### config.mk
export PLATFORM = sky130hd
export DESIGN_NAME = led_fader_flat
export DESIGN_NICKNAME = d
export VERILOG_FILES = /design/src/rtl/led_fader_if.sv /design/src/rtl/led_fader.sv /design/src/flat_wrapper.sv
export SDC_FILE = /design/constraint.sdc
export NUM_CORES = 1
export LEC_CHECK = 0
export ABC_CLOCK_PERIOD_IN_PS = 2500
export CAP_MARGIN = 10
export CORE_ASPECT_RATIO = 0.9
export CORE_MARGIN = 2
export CORE_UTILIZATION = 53
export DETAILED_ROUTE_END_ITERATION = 6
export PLACE_DENSITY_LB_ADDON = 0.05
export SLEW_MARGIN = 5
export SYNTH_ARGS = -nofsm -noshare
export SYNTH_HDL_FRONTEND = slang
export SYNTH_SLANG_ARGS = --single-unit
### constraint.sdc
create_clock -name clk -period 2.5 [get_ports clk]
set_input_delay 0.625 -clock clk [delete_from_list [all_inputs] [get_ports clk]]
set_output_delay 0.625 -clock clk [all_outputs]
set_load 0.03 [all_outputs]
### src/rtl/led_fader_if.sv
// LED fader bus: processor LED pattern in, PWM drive and fade status out.
`timescale 1ns/1ps
interface led_fader_if #(parameter int NUM_LEDS = 8);
  logic [NUM_LEDS-1:0] led_in;
  logic [NUM_LEDS-1:0] led_out;
  logic [NUM_LEDS-1:0] fading;

  modport master (output led_in, input led_out, input fading);
  modport slave  (input led_in, output led_out, output fading);
endinterface

### src/rtl/led_fader.sv
// LED afterglow: full brightness while driven, then a 15-level PWM fade-out
// stepping once per prescaler tick after the processor releases the LED.
`timescale 1ns/1ps
module led_fader_lane (
  input  logic       clk,
  input  logic       reset,
  input  logic       led_q,
  input  logic       tick,
  input  logic [3:0] pwm,
  output logic       led_out,
  output logic       fading
);
  logic [3:0] lvl;

  // Level: set to full while driven (set beats tick), else decay on tick, saturating at 0.
  always_ff @(posedge clk or posedge reset) begin
    if (reset)                     lvl <= 4'd0;
    else if (led_q)                lvl <= 4'd15;
    else if (tick && lvl != 4'd0)  lvl <= lvl - 4'd1;
  end

  // Registered PWM compare and fade status from the current level.
  always_ff @(posedge clk or posedge reset) begin
    if (reset) begin
      led_out <= 1'b0;
      fading  <= 1'b0;
    end else begin
      led_out <= (pwm < lvl);
      fading  <= !led_q && (lvl != 4'd0);
    end
  end
endmodule

module led_fader #(
  parameter int NUM_LEDS = 8,
  parameter int STEP_DIV = 1024
) (
  input  logic         clk,
  input  logic         reset,
  led_fader_if.slave   bus
);
  localparam int DIV_W = (STEP_DIV > 1) ? $clog2(STEP_DIV) : 1;

  logic [NUM_LEDS-1:0] led_q;
  logic [DIV_W-1:0]    div;
  logic [3:0]          pwm;
  logic                tick;
  logic [NUM_LEDS-1:0] led_out_w;
  logic [NUM_LEDS-1:0] fading_w;

  // Same-clock source, so one register stage is enough.
  always_ff @(posedge clk or posedge reset) begin
    if (reset) led_q <= '0;
    else       led_q <= bus.led_in;
  end

  assign tick = (div == DIV_W'(STEP_DIV - 1));

  // Fade-step prescaler, wraps at STEP_DIV-1 (stays 0 when STEP_DIV is 1).
  always_ff @(posedge clk or posedge reset) begin
    if (reset)     div <= '0;
    else if (tick) div <= '0;
    else           div <= div + 1'b1;
  end

  // Free-running 15-cycle PWM period so level 15 is fully on.
  always_ff @(posedge clk or posedge reset) begin
    if (reset)              pwm <= 4'd0;
    else if (pwm == 4'd14)  pwm <= 4'd0;
    else                    pwm <= pwm + 4'd1;
  end

  for (genvar i = 0; i < NUM_LEDS; i++) begin : g_lane
    led_fader_lane u_lane (
      .clk     (clk),
      .reset   (reset),
      .led_q   (led_q[i]),
      .tick    (tick),
      .pwm     (pwm),
      .led_out (led_out_w[i]),
      .fading  (fading_w[i])
    );
  end

  assign bus.led_out = led_out_w;
  assign bus.fading  = fading_w;
endmodule

### src/flat_wrapper.sv
// flat-port wrapper written by rule: the top's interface ports become plain ports
module led_fader_flat 
#(
  parameter int NUM_LEDS = 8,
  parameter int STEP_DIV = 1024
)
  (clk, reset, bus_led_in, bus_led_out, bus_fading);
  led_fader_if #(.NUM_LEDS(NUM_LEDS)) bus_i ();
  input  logic clk;
  input  logic reset;
  input wire logic [$bits(bus_i.led_in)-1:0] bus_led_in;
  output wire logic [$bits(bus_i.led_out)-1:0] bus_led_out;
  output wire logic [$bits(bus_i.fading)-1:0] bus_fading;
  assign bus_i.led_in = bus_led_in;
  assign bus_led_out = bus_i.led_out;
  assign bus_fading = bus_i.fading;
  led_fader #(.NUM_LEDS(NUM_LEDS), .STEP_DIV(STEP_DIV)) u_core (.clk(clk), .reset(reset), .bus(bus_i));
endmodule
=== Word-level counts from Yosys, hierarchy flattened ===
Cells that the tools add are included.

* Flip-flop bits (word level): 70
* Input bits: 10

* $lt $le $gt $ge: 8
* Reductions and logical operators: 40
* Equality and inequality tests: 2
* Mux-type cells: 18
* $add $sub $neg: 10

{| class="wikitable"
|+ Operators with widths
! cell !! count
|-
| 4-bit 2-to-1 mux || 17
|-
| 4-bit less-than comparator || 8
|-
| 4-bit nonzero test || 8
|-
| 4-bit by 1-bit subtractor with 4-bit output (second input constant) || 8
|-
| 1-bit logical AND || 16
|-
| 2-bit nonzero test || 8
|-
| 10-bit by 1-bit adder with 10-bit output (second input constant) || 1
|-
| 10-bit equality test (second input constant) || 1
|-
| 10-bit 2-to-1 mux || 1
|-
| 1-bit logical NOT || 8
|-
| 4-bit by 1-bit adder with 4-bit output (second input constant) || 1
|-
| 4-bit equality test (second input constant) || 1
|}

=== Longest topological paths before layout ===
* Depth after elaboration: 4
* Gate-level depth with buffers: 7
* Gate-level depth less buffers: 6

=== By module ===
From an unflattened synthesis, not the netlist that was laid out.

* Cells, all modules: 347
* Area, all modules: 3608.5 um^2

{| class="wikitable"
|+ Modules (own cells, without submodules)
! module !! times used !! cells each !! area an instance (um^2)
|-
| led_fader_lane || 8 || 35 || 347.8
|-
| led_fader || 1 || 67 || 825.8
|}

=== Least setup slack after synthesis ===
OpenSTA, ideal clock, no wires.

* Kind: register to register
* From: register u_core.div[0]
* To: register u_core.g_lane[5].u_lane.lvl[2]
* Buffers on the path: 2
* Arrival time: 1571 ps
* Slack: 798 ps
* Stages on the path, launching flop included: 8
* Cell sequence: dfrtp_1 > ha_1 > and4_1 > buf_4 > and3_4 > buf_2 > a41oi_1 > o21ai_0

* Cells in the longest elaborated chain, start to end: 3

{| class="wikitable"
|+ RTL lines
! item !! RTL line !! source
|-
| start, declared || led_fader.sv:45 || <nowiki>logic [DIV_W-1:0] div;</nowiki>
|-
| start signal, assigned || led_fader.sv:63 || <nowiki>else div <= div + 1'b1;</nowiki>
|-
| 10-bit equality test || led_fader.sv:57 || <nowiki>assign tick = (div == DIV_W'(STEP_DIV - 1));</nowiki>
|-
| 1-bit logical AND || led_fader.sv:19 || <nowiki>else if (tick && lvl != 4'd0) lvl <= lvl - 4'd1;</nowiki>
|-
| 2-bit nonzero test (no source line) || -- ||
|-
| end signal, assigned || led_fader.sv:19 ||
|-
| end, declared || led_fader.sv:13 || <nowiki>logic [3:0] lvl;</nowiki>
|}

No other way between the ends.
A chain may end at the register's enable or synchronous reset.

=== Final worst setup path ===
* From: register u_core.g_lane[2].u_lane.led_out
* To: output bus_led_out[2]

{| class="wikitable"
|+ RTL lines
! item !! RTL line !! source
|-
| start, declared || led_fader.sv:10 || <nowiki>output logic led_out,</nowiki>
|-
| start signal, assigned || led_fader.sv:28 || <nowiki>led_out <= (pwm < lvl);</nowiki>
|-
| end, declared || flat_wrapper.sv:12 || <nowiki>output wire logic [$bits(bus_i.led_out)-1:0] bus_led_out;</nowiki>
|}

No word-level cell between the ends.

==> metrics.md <==
| Metric | Value |
|---|---|
| Synthesis Warnings | `0` |
| Crit path from | `u_core.g_lane[2].u_lane.led_out` |
| Seq/Total Area, Yosys | `0.479` |
| Worst Path Max Fanout | `1` |
| Final WL | `about 6600 um` |
| Worst Skew | `about 0.0064 ns` |
| Synth-to-Final Area Change | `11.0%` |
| H-tree Lvls | `3` |
| Post-CTS setup buffers | `0` |
| Syn_area_per_cell | `10.5 sq um` |
| Post-DR vias/cell | `5.41` |
| Period minus WS final | `1.99 ns` |
| FILL cells | `541` |
| Slew @ Worst Pin | `~0.63 ns` |
| Fin. max-slew vios | `0` |
| Clock Pin Slew Worst Setup and Hold Paths | `0.07 ns` |
| Core ar. | `6620 sq um` |
| Root buffer cell | `clkbuf_8` |
| Setup repair after global routing missed its margin | `no` |
| WP data arrival | `1.36 ns` |
| Total iterations of the first detailed-routing run | `4` |
| Pin count of the biggest net entering global routing | `71` |
| Crit path cell chain | `clkdlybuf4s50_1` |
| Initial antenna violation count | `0` |
| Area share of fa/ha/maj cells after synthesis | `0.113` |
| Global route overflow | `0` |
| IR drop worst, VDD | `0.309 mV` |
| Clock sink count | `70` |
| Highest clock rate | `503 MHz` |
| Fin crit share | `0.796` |
| Compound-Gate Fraction of Synth Area | `0.121` |
| Gate Count Post-Synth | `between 300 and 400` |
| Vias in the first global route | `2315` |
| FP Rows | `28` |
| Die Y | `just over 80 um` |
| Post-DP HPWL | `~4400 um` |
| Setup WS post-layout | `0.510 ns` |
| Worst min path class | `flip-flop to flip-flop` |
| GPL Wtd Cong | `0.803` |
| Initial detailed-routing violation count | `90` |
| Mapped Nets | `approximately 390` |
| Cts hold-fix bufs | `0` |
| Final setup viols | `0` |
| DRC viols | `0` |
| Max_cap viols | `0` |
| Power Dens Cells | `496 nW/um^2` |
| Mux contribution to synthesized area | `0.00548` |
| CTS tree | `built` |
| CTS max path bufs | `2` |
| CP delay by family, top | `buffers and inverters` |
| I/O Buffers | `25` |
| Count leader, synth | `dfrtp_1` |
| Main combinational cell family by area after synthesis | `simple AND/OR/NAND/NOR gates` |
| Worst slack at placement | `~0.62 ns` |
| Synth Area in Simple Gates | `0.164` |
| Min-Delay Startpoint | `u_core.div[8]` |
| Largest cells by area after synthesis | `dfrtp_1 48%, ha_1 11%, a21o_1 3.5%` |
| Slowest cell on the critical path | `clkdlybuf4s50_1` |
| EDFF count, synth | `0` |
| CP bufs+invs | `1` |
| Global-route wire length before repair | `between 10000 and 15000 um` |
| CTS Buf Count | `9` |
| Crit path largest cell delay | `0.67 ns` |
| Total global-route track usage | `0.194` |
| Total number of vias | `2478` |
| Layout cells sized above 1 | `0.0707` |
| Req. time, crit path | `1.88 ns` |
| Status | `completed` |
| Synth Area in XOR/XNOR | `0.0359` |
| Post-DRT Antenna Nets | `0` |
| Slew headroom | `0.579` |
| Yosys reg bits | `70` |
| CP Class | `flip-flop to output pin` |
| Dominant cell type by area after synthesis | `dfrtp_1` |
| Main synth FF type | `dfrtp_1` |
| Share of Yosys cell area claimed by the top area cell type | `0.479` |
| Worst skew pair latency | `roughly 0.34 ns` |
| TNS Setup | `0 ns` |
| Nets | `406` |
| Area of the multi-input gates | `1610 sq um` |
| Starting Density | `0.552` |
| Post-CTS resize count | `0` |
| Reg area | `1750 sq um` |
| DIE AREA | `7580 sq um` |
| Die X | `91.5 um` |
| LEAKAGE | `2.10 nW` |
| Startpoint types | `flip-flop` |
| Ys async rst share | `1.00` |
| Post-Syn Area | `3660 sq um` |
| Io pins | `26` |
| Synth unique cells | `37` |
| Ant diodes | `0` |
| Crit end category | `output pin` |
| Endpoints failing hold | `0` |
| Top post-synthesis cells by count | `70 x dfrtp_1, 34 x inv_1, 33 x ha_1, 18 x a21oi_1` |
| DR WL/cell | `14.5 um` |
| R2R Path Start | `u_core.div[0]` |
==> area by class of cell <==
| class | instances | share of cell area |
|---|---|---|
| Clock inverter | 4 | 0.00555 |
| Timing Repair Buffer | 29 | 0.0721 |
| Clock buffer | 12 | 0.0358 |
| Tap cell | 90 | 0.0277 |
| Sequential cell | 70 | 0.432 |
| Inverter | 34 | 0.0314 |
| Multi-Input combinational cell | 219 | 0.396 |
==> metal layers <==
| layer | wire (um) | part of all wire | global-route usage |
|---|---|---|---|
| met1 | 3290 | 0.49 | 0.262 |
| met2 | 3120 | 0.47 | 0.309 |
| met3 | 204 | 0.031 | 0.0551 |
| met4 | 27 | 0.0041 | 0.0591 |
| met5 | 0 | 0 | 0 |
==> power by group <==
group | internal, mW | total, mW | switching [mW]
logic | 0.0320 | 0.0731 | 0.0410
registers | 1.15 | 1.16 | 0.0113
clock network | 0.382 | 0.785 | 0.402
total | 1.56 | 2.01 | 0.455
==> sequential cells by signal, summed over array words and instances (netlist names) <==
register,flops
u_core.g_lane.u_lane.lvl,32
u_core.pwm,4
u_core.led_q,8
u_core.div,10
u_core.g_lane.u_lane.fading,8
u_core.g_lane.u_lane.led_out,8
==> kinds of logic after synthesis <==
kind of cell / after synthesis
adder cells (fa/ha/maj): 33
buffers and inverters: 59
flip-flops: 70
XOR/XNOR: 15
multiplexers: 2
AND/OR/NAND/NOR: 105
AO/OA/AOI/OAI: 64
==> path summary, 6_finish.rpt <==
kind,end,slack (ns),depth (start not counted)
worst min-delay path,u_core.div[8],0.47,1
worst max-delay path,bus_led_out[2],0.51,1
max in group asynchronous,u_core.g_lane[0].u_lane.fading,1.53,3
worst min register to register,u_core.div[8],0.47,1
min in group asynchronous,u_core.led_q[5],0.67,3
worst max register to register,u_core.g_lane[6].u_lane.lvl[2],0.62,5
==> cells in the final DEF (no fill, tap or decap), types with 7 or more instances in the layout <==
cell type,instances
a21o_1,17
a21oi_1,18
clkbuf_8,10
clkdlybuf4s50_1,25
dfrtp_1,70
ha_1,33
inv_1,33
nand2_1,14
nand2b_1,17
nand4_1,14
nor2_1,17
nor2b_1,7
nor3_1,9
xnor2_1,13
==> metrics by stage <==
| stage | hold WS, ns | util | power [mW] | area [sq um] | cells |
|---|---|---|---|---|---|
| finish | 0.471 | 0.613 | 2.01 | 4060 | 458 |
| floorplan | 0.439 | - | 1.22 | 3660 | 348 |
| global placement | 0.465 | 0.588 | 1.25 | 3890 | 442 |
| detailed placement | 0.463 | 0.588 | 1.25 | 3890 | 442 |
| CTS | 0.477 | 0.613 | 2.05 | 4060 | 458 |
| global route | 0.508 | 0.613 | 2.10 | 4060 | 458 |
Note: power is estimated with default switching activity, not from simulation.
